<file path="src/rtl/db15_pkg.sv">
// Shared constants, pad bit layout and FSM states for the DB15 joystick chain emulator.
package db15_pkg;

  localparam int unsigned DEF_CHAIN_LEN = 24;
  localparam int unsigned BTN_W         = 12;
  localparam int unsigned P1_BASE       = 0;
  localparam int unsigned P2_BASE       = 12;

  localparam int unsigned BTN_RIGHT  = 0;
  localparam int unsigned BTN_LEFT   = 1;
  localparam int unsigned BTN_DOWN   = 2;
  localparam int unsigned BTN_UP     = 3;
  localparam int unsigned BTN_A      = 4;
  localparam int unsigned BTN_B      = 5;
  localparam int unsigned BTN_X      = 6;
  localparam int unsigned BTN_Y      = 7;
  localparam int unsigned BTN_START  = 8;
  localparam int unsigned BTN_SELECT = 9;
  localparam int unsigned BTN_C      = 10;
  localparam int unsigned BTN_Z      = 11;

  typedef enum logic [1:0] {
    ST_IDLE,
    ST_LOAD,
    ST_SHIFT,
    ST_DONE
  } state_e;

  // Places both pads at their chain offsets (active-high pressed)
  function automatic logic [2*BTN_W-1:0] pack_pads(input logic [BTN_W-1:0] p1,
                                                   input logic [BTN_W-1:0] p2);
    logic [2*BTN_W-1:0] v;
    v = '0;
    v[P1_BASE +: BTN_W] = p1;
    v[P2_BASE +: BTN_W] = p2;
    return v;
  endfunction

endpackage

</file>
<file path="src/rtl/sync_edge.sv">
// Multi-flop synchronizer for an asynchronous reader pin, with a registered
// level and a one-cycle rising-edge pulse aligned to that level.
module sync_edge #(
  parameter int unsigned SYNC_STAGES = 2,
  parameter logic        RESET_VAL   = 1'b0
) (
  input  logic clk_50,
  input  logic reset,
  input  logic din,
  output logic level,
  output logic rise
);

  logic [SYNC_STAGES-1:0] sync_q;

  always_ff @(posedge clk_50) begin
    if (reset) begin
      sync_q <= {SYNC_STAGES{RESET_VAL}};
      level  <= RESET_VAL;
      rise   <= 1'b0;
    end else begin
      sync_q <= {sync_q[SYNC_STAGES-2:0], din};
      level  <= sync_q[SYNC_STAGES-1];
      rise   <= sync_q[SYNC_STAGES-1] & ~level;
    end
  end

endmodule

</file>
<file path="src/rtl/db15_joy_emulator.sv">
// Device end of a serial DB15 joystick adapter: two 12-button pads presented
// as one active-low parallel-load shift chain clocked by the host reader.
module db15_joy_emulator
  import db15_pkg::*;
#(
  parameter int unsigned CHAIN_LEN   = DEF_CHAIN_LEN,
  parameter int unsigned SYNC_STAGES = 2,
  parameter logic        SERIAL_IN   = 1'b1
) (
  input  logic             clk_50,
  input  logic             reset,
  input  logic [BTN_W-1:0] p1_btn,
  input  logic [BTN_W-1:0] p2_btn,
  input  logic             joy_load,
  input  logic             joy_clk,
  output logic             joy_data,
  output logic             frame_done,
  output logic             busy,
  output logic             overrun
);

  localparam int unsigned CNT_W = $clog2(CHAIN_LEN + 1);

  logic                 load_lvl;
  logic                 load_rise;
  logic                 clk_lvl;
  logic                 clk_rise;
  state_e               state;
  logic [CHAIN_LEN-1:0] sr;
  logic [CNT_W-1:0]     bit_cnt;

  sync_edge #(.SYNC_STAGES(SYNC_STAGES), .RESET_VAL(1'b1)) u_load_sync (
    .clk_50 (clk_50),
    .reset  (reset),
    .din    (joy_load),
    .level  (load_lvl),
    .rise   (load_rise)
  );

  sync_edge #(.SYNC_STAGES(SYNC_STAGES), .RESET_VAL(1'b0)) u_clk_sync (
    .clk_50 (clk_50),
    .reset  (reset),
    .din    (joy_clk),
    .level  (clk_lvl),
    .rise   (clk_rise)
  );

  // Load level overrides everything, so a load coinciding with a clock edge never shifts
  always_ff @(posedge clk_50) begin
    if (reset) begin
      state      <= ST_IDLE;
      sr         <= '1;
      bit_cnt    <= '0;
      joy_data   <= 1'b1;
      frame_done <= 1'b0;
      busy       <= 1'b0;
      overrun    <= 1'b0;
    end else begin
      frame_done <= 1'b0;
      joy_data   <= sr[0];
      if (!load_lvl) begin
        state   <= ST_LOAD;
        sr      <= CHAIN_LEN'(~pack_pads(p1_btn, p2_btn));
        bit_cnt <= '0;
        overrun <= 1'b0;
        busy    <= 1'b0;
      end else begin
        unique case (state)
          ST_IDLE: ;
          ST_LOAD: begin
            if (load_rise) begin
              state <= ST_SHIFT;
              busy  <= 1'b1;
            end
          end
          ST_SHIFT: begin
            if (clk_rise) begin
              sr      <= {SERIAL_IN, sr[CHAIN_LEN-1:1]};
              bit_cnt <= bit_cnt + CNT_W'(1);
              if (bit_cnt == CNT_W'(CHAIN_LEN - 1)) begin
                state      <= ST_DONE;
                busy       <= 1'b0;
                frame_done <= 1'b1;
              end
            end
          end
          ST_DONE: begin
            // Reader clocked past the end of the frame; count stays saturated
            if (clk_rise) begin
              sr      <= {SERIAL_IN, sr[CHAIN_LEN-1:1]};
              overrun <= 1'b1;
            end
          end
          default: ;
        endcase
      end
    end
  end

  logic unused_clk_lvl;
  assign unused_clk_lvl = clk_lvl;

endmodule
</file>
<file path="config.mk">
export PLATFORM = sky130hd
export DESIGN_NAME = db15_joy_emulator
export DESIGN_NICKNAME = d
export VERILOG_FILES = /design/src/rtl/db15_pkg.sv /design/src/rtl/sync_edge.sv /design/src/rtl/db15_joy_emulator.sv
export SDC_FILE = /design/constraint.sdc
export NUM_CORES = 1
export LEC_CHECK = 0
export BUFFER_PORTS_ARGS = -buffer_cell sky130_fd_sc_hd__buf_2
export CAP_MARGIN = 20
export CORE_ASPECT_RATIO = 1.5
export CORE_MARGIN = 5
export CORE_UTILIZATION = 45
export DETAILED_ROUTE_END_ITERATION = 10
export HOLD_SLACK_MARGIN = 0.08
export PLACE_DENSITY = 0.79
export SETUP_SLACK_MARGIN = 0.1
export SYNTH_ARGS = -nofsm -noshare
export SYNTH_HDL_FRONTEND = slang
export SYNTH_SLANG_ARGS = --single-unit
</file>
<file path="constraint.sdc">
create_clock -name clk_50 -period 1.7 [get_ports clk_50]
set_input_delay 0.34 -clock clk_50 [delete_from_list [all_inputs] [get_ports clk_50]]
set_output_delay 0.34 -clock clk_50 [all_outputs]
set_load 0.02 [all_outputs]
</file>
-- Yosys cells after proc, flatten, opt, wreduce, memory -nomap -nowiden
Cells that the tools add are included.
W data, S select, Z words.
- logic and storage cells: 57
- bits in registers: 43
- input bits: 28
- output and inout bits: 4
- add/subtract/negate cells: 1
- muxes and demuxes: 13
- equal/unequal tests: 13
- reductions and logical operators: 9
- bitwise operators: 7
- operators by type and width (cell ; count):
    $mux W24 ; 3
    $not A24 Y24 ; 1
    $ne A3 B3 Y1 const B ; 3
    $reduce_and A4 Y1 ; 2
    $mux W2 ; 3
    $ne A2 B1 Y1 const B ; 3
    $reduce_and A2 Y1 ; 3
    $add A5 B1 Y5 const B ; 1
    $eq A5 B5 Y1 const B ; 1
    $mux W1 ; 5
    $eq A2 B2 Y1 const B ; 2
    $ne A2 B2 Y1 const B ; 2
    $not A1 Y1 ; 4
    $pmux W2 S2 ; 1
    $reduce_or A2 Y1 ; 2
    $reduce_or A4 Y1 ; 1
    $ne A3 B2 Y1 const B ; 1
    $and A1 B1 Y1 ; 2
    $eq A2 B1 Y1 const B ; 1
    $pmux W1 S2 ; 1
    $reduce_bool A2 Y1 ; 1

-- Depth between registers and ports, before layout
- depth after elaboration: 5
- mapped depth: 7
- depth with buffers taken out: 5

-- Cells and area by module
A second synthesis with hierarchy kept.
- cell total of the unflattened synthesis: 218
- area total of the unflattened synthesis: 1815.5 um2
- by module, submodules not included (module ; seq. area each (um2) ; times used ; cells an instance ; area an instance (um2)):
    db15_joy_emulator ; 700.7 ; 1 ; 202 ; 1597.8
    sync_edge (u_clk_sync) ; 80.1 ; 1 ; 8 ; 111.4
    sync_edge (u_load_sync) ; 80.1 ; 1 ; 8 ; 106.4

-- Least setup slack after synthesis
Ideal clock, no wire load.
- path type: flip-flop to flip-flop
- start point: reg state[0]
- end point: reg busy
- library setup time: 116 ps
- data required time: 1584 ps
- path slack: 115 ps
- buffers on the path: 0
- clock period less this slack: 1585 ps
- stages on the path, launching flop included: 5
- arrival time: 1470 ps
- path through: dfxtp_1 > inv_1 > ha_1 > or4_4 > a31o_1
- longest elaborated chain between the ends: 3
- elaborated cells between the ends (all ways): 8
- those cells by class: 5 x eq/ne; 1 x mux; 2 x reduce/logical
- ends and longest elaborated chain (what ; RTL line ; text):
    start, declared ; db15_joy_emulator.sv:28 ; state_e state;
    start signal, assigned ; db15_joy_emulator.sv:51 ; state <= ST_IDLE;
    start signal, assigned ; db15_joy_emulator.sv:62 ; state <= ST_LOAD;
    start signal, assigned ; db15_joy_emulator.sv:72 ; state <= ST_SHIFT;
    $eq A2 B1 Y1 or $eq A2 B2 Y1 (tied branches) ; db15_joy_emulator.sv:68 ; unique case (state)
    $ne A2 B1 Y1 (no line) (tied with other cells) ; -- ;
    $reduce_and A4 Y1 (no line) ; -- ;
    end signal, assigned ; db15_joy_emulator.sv:66 ; busy <= 1'b0;
    end signal, assigned ; db15_joy_emulator.sv:73 ; busy <= 1'b1;
    end signal, assigned ; db15_joy_emulator.sv:82 ; busy <= 1'b0;
    end, declared ; db15_joy_emulator.sv:18 ; output logic busy,
Parallel ways exist; a longest one is shown, timed or not.
A chain may end at the register's enable or synchronous reset.

-- Final worst setup path
- start point: reg state[1]
- end point: reg state[0]
- longest elaborated chain between the ends: 3
- elaborated cells between the ends (all ways): 9
- those cells by class: 6 x eq/ne; 2 x mux; 1 x reduce/logical
- ends and longest elaborated chain (what ; RTL line):
    $eq A2 B1 Y1 or $eq A2 B2 Y1 (tied branches) ; db15_joy_emulator.sv:68
    $ne A3 B3 Y1 (no line) (tied with other cells) ; --
    $reduce_and A4 Y1 (no line) or $mux W1 (tied branches) ; --
Parallel ways exist; a longest one is shown, timed or not.

==> flow_results.xml <==
<?xml version="1.0" encoding="UTF-8"?>
<metrics>
  <group name="status">
    <metric name="status" unit="">complete, no violations</metric>
  </group>
  <group name="synth">
    <metric name="post_synth_instance_area" unit="mm^2">0.00197</metric>
    <metric name="synth_cells" unit="">208</metric>
    <metric name="yosys_warnings" unit="">0</metric>
    <metric name="dominantRegCellSynth" unit="">dfxtp_1</metric>
    <metric name="postSynth.asyncResetShare" unit="">0</metric>
    <metric name="synth.avg_cell_area" unit="um^2">9.47</metric>
    <metric name="synth_cell_types" unit="">29</metric>
    <metric name="synth-edff-count" unit="">0</metric>
    <metric name="syn_nets" unit="">240</metric>
    <metric name="ys_ff_latch" unit="">43</metric>
    <metric name="yosysSeqAreaShare" unit="">0.437</metric>
  </group>
  <group name="worst_setup_path">
    <metric name="critical-path-top-delay-family" unit="">simple AND/OR/NAND/NOR gates</metric>
    <metric name="critical_path.max_stage_delay" unit="ns">0.49</metric>
    <metric name="crit_chain" unit="">inv_1 -&gt; ha_1 -&gt; nor2b_4 -&gt; or4_4 -&gt; a221oi_2</metric>
    <metric name="rr_endpoint" unit="">state[0]</metric>
    <metric name="reg2reg_from" unit="">state[1]</metric>
    <metric name="worst-setup-path-type" unit="">reg -&gt; reg</metric>
    <metric name="reg2reg_setup_slack" unit="ns">0.18</metric>
    <metric name="critical_path_required" unit="ns">1.91</metric>
    <metric name="ff2ff_path_depth" unit="">5</metric>
    <metric name="critPathBufInv" unit="">1</metric>
    <metric name="critical_path.slowest_cell" unit="">or4_4</metric>
    <metric name="crit_path_end_kind" unit="">register</metric>
    <metric name="critical_path_arrival" unit="ns">1.73</metric>
    <metric name="critPathLaunch" unit="">state[1]</metric>
    <metric name="highest_net_fanout_along_the_worst_path" unit="">4</metric>
    <metric name="critPathCapture" unit="">state[0]</metric>
    <metric name="cp_num_cells" unit="">5</metric>
    <metric name="cp-start-kind" unit="">register</metric>
  </group>
  <group name="clock_tree">
    <metric name="cts.hold.buffers_added" unit="">0</metric>
    <metric name="tritoncts_num_sinks" unit="">43</metric>
    <metric name="numCtsBuffers" unit="">5</metric>
    <metric name="cts-htree-levels" unit="">2</metric>
    <metric name="clock_tree_from_tritoncts" unit="">built</metric>
    <metric name="clockBufferDepth" unit="">2</metric>
    <metric name="root_buffer" unit="">clkbuf_8</metric>
    <metric name="cts.clk_slew.worst_paths" unit="ns">0.08</metric>
    <metric name="clk_latency" unit="ns">0.29</metric>
  </group>
  <group name="global_route">
    <metric name="grt_max_degree" unit="">49</metric>
    <metric name="overflow" unit="">0</metric>
    <metric name="antenna_found_initial" unit="">0</metric>
    <metric name="grtUsageTotal" unit="">0.134</metric>
    <metric name="first_global_vias" unit="">1495</metric>
    <metric name="wire_length_of_the_first_global_routing_pass" unit="um">6400</metric>
  </group>
  <group name="timing">
    <metric name="max-slew-margin-rel" unit="">0.703</metric>
    <metric name="max_freq" unit="MHz">657</metric>
    <metric name="fin_worst_hold_slack" unit="ns">0.219</metric>
    <metric name="worst_pin_slew" unit="ns">0.446</metric>
    <metric name="report.final.hold_viol_count" unit="">0</metric>
    <metric name="finalWorstSetupSlack" unit="ns">0.179</metric>
    <metric name="finalCritPeriodShare" unit="">0.895</metric>
    <metric name="finalClockSkew" unit="ns">0.00737</metric>
    <metric name="timing.setup.tns" unit="ns">0</metric>
    <metric name="post-route-min-period" unit="ns">1.52</metric>
    <metric name="rsz0062_at_grt" unit="">false</metric>
    <metric name="timing.final.setup_violations" unit="">0</metric>
    <metric name="slew_viol_final" unit="">0</metric>
  </group>
  <group name="die">
    <metric name="io_pins" unit="">32</metric>
    <metric name="fp.coreArea" unit="mm^2">0.00425</metric>
    <metric name="die_x" unit="um">64.0</metric>
    <metric name="die_height" unit="um">91.1</metric>
    <metric name="start_util" unit="">0.464</metric>
    <metric name="dieArea" unit="mm^2">0.00583</metric>
    <metric name="rows" unit="">29</metric>
  </group>
  <group name="placed_design">
    <metric name="io_buffer_count" unit="">31</metric>
    <metric name="postPlaceCellArea" unit="mm^2">0.00218</metric>
    <metric name="detailed_placement_wirelength_estimate" unit="um">2530</metric>
    <metric name="placed_cells" unit="">276</metric>
    <metric name="place_congestion" unit="">0.759</metric>
    <metric name="place_worst_setup_slack" unit="ns">0.0389</metric>
  </group>
  <group name="cells_and_area">
    <metric name="multi_input_area" unit="um^2">973</metric>
    <metric name="num_antenna_cells" unit="">0</metric>
    <metric name="nets_finish" unit="">270</metric>
    <metric name="layout_commonest_cell" unit="">dfxtp_1</metric>
    <metric name="post_route_cells_drive_above_1_share" unit="">0.255</metric>
    <metric name="fillerInstances" unit="">401</metric>
    <metric name="register_area" unit="um^2">868</metric>
    <metric name="syn2layout_area_growth" unit="%">19.6</metric>
    <metric name="top_library_cells_by_usage_in_the_layout_fill_and_taps_aside" unit="">39 x dfxtp_1, 31 x buf_2, 26 x inv_1</metric>
    <metric name="final_cell_area" unit="mm^2">0.00236</metric>
    <metric name="final_cells" unit="">285</metric>
  </group>
  <group name="power_and_ir_drop">
    <metric name="pwr_density_cell" unit="mW/mm^2">959</metric>
    <metric name="peakVddDrop" unit="V">0.000860</metric>
    <metric name="power.leakage" unit="nW">1.25</metric>
  </group>
  <group name="min_path">
    <metric name="hold_path_class" unit="">in -&gt; reg</metric>
  </group>
  <group name="drt">
    <metric name="first_iter_violations" unit="">35</metric>
    <metric name="detail-route-antenna-nets" unit="">0</metric>
    <metric name="detail_route.wirelength" unit="um">3760</metric>
    <metric name="detail_route.vias_per_cell" unit="">5.32</metric>
    <metric name="avgRoutedWirePerCell" unit="um">13.2</metric>
    <metric name="first_pass_iters" unit="">4</metric>
    <metric name="route.vias.total" unit="">1516</metric>
    <metric name="route.detailed.drc" unit="">0</metric>
  </group>
  <group name="run">
    <metric name="maxCapViolations" unit="">0</metric>
  </group>
</metrics>
## synthesized netlist by cell type (2+ instances only)
cell	n	area, um^2
a211o_1	22	193
a21oi_1	5	25.0
and3_1	22	138
buf_2	9	45.0
clkbuf_1	7	26.3
dfxtp_1	43	861
ha_1	4	50.1
inv_1	26	97.6
mux2i_1	23	230
nand2_1	5	18.8
nand2b_1	3	18.8
nand3_1	3	15.0
nor2_1	7	26.3
nor2b_1	7	43.8
nor3_1	2	10.0
o21ai_0	3	15.0
or2_2	3	18.8
or3_1	2	12.5
xor2_1	2	17.5
## layout make-up
| cell class | count | area share |
|---|---|---|
| repair buffers | 39 | 0.0966 |
| clock inverters | 2 | 0.0255 |
| clock buffers | 6 | 0.0308 |
| multi-input cells | 123 | 0.413 |
| flip-flops and latches | 43 | 0.368 |
| inverters | 26 | 0.0414 |
| well taps | 46 | 0.0244 |
## registers in the layout, indices dropped and copies added (netlist names)
| register | flops |
|---|---|
| state | 2 |
| sr | 24 |
| overrun | 1 |
| u_load_sync.rise | 1 |
| frame_done | 1 |
| u_clk_sync.sync_q | 2 |
| u_load_sync.level | 1 |
| u_load_sync.sync_q | 2 |
| busy | 1 |
| u_clk_sync.level | 1 |
| bit_cnt | 5 |
| u_clk_sync.rise | 1 |
| joy_data | 1 |
## logic make-up after synthesis
family | synth area share
muxes | 0.117
AOI/OAI and AO/OA | 0.148
and+or+nand+nor | 0.178
buffers and inverters | 0.0857
adders and majority gates | 0.0254
DFF | 0.437
xor gates and xnor gates | 0.00889
## report_power, final
part,leakage (nW),internal [mW],total (mW),switching (mW)
Combinational,0.833,0.139,0.262,0.123
Clock,0.0654,0.587,0.923,0.336
Sequential,0.352,1.05,1.08,0.0233
## metrics by stage
step	util	power (mW)
after CTS	0.548	2.28
final	0.555	2.26
after global routing	0.555	2.37
after floorplan	-	1.26
after detailed placement	0.513	1.33
after global placement	0.513	1.33
## worst reg2reg max path, stage by stage (launching register included)
cell and delay (ns):
dfxtp_4 0.36, inv_1 0.05, ha_1 0.17, nor2b_4 0.13, or4_4 0.49, a221oi_2 0.23
## how the worst min path moves through the flow
stage	from	slack (ns)	endpoint	depth (start not counted)
after floorplan	u_clk_sync.level	0.37	u_clk_sync.rise	1
after global placement	u_clk_sync.level	0.37	u_clk_sync.rise	1
after detailed placement	u_clk_sync.level	0.38	u_clk_sync.rise	1
after CTS	p2_btn[11]	0.22	sr[23]	2
after global routing	p2_btn[11]	0.22	sr[23]	2
final	p2_btn[11]	0.22	sr[23]	2
## layer usage
metal | share of wire | GRT usage | up-vias | wire length, um
met3 | 0.051 | 0.0358 | 6 | 191
met2 | 0.51 | 0.225 | 32 | 1910
met4 | 0.021 | 0.0780 | 0 | 80
li1 | - | - | 776 | -
met1 | 0.42 | 0.149 | 702 | 1580
met5 | 0 | 0 | - | 0
## repair_timing
| item | in CTS | in global routing |
|---|---|---|
| buffers inserted | 0 | 1 |
| cloned | 0 | 0 |
| endpoints found under the setup margin | 2 | 2 |
| pin swaps | 0 | 3 |
| resized for setup | 3 | 6 |
No activity file was read; power rests on OpenSTA's default activity.
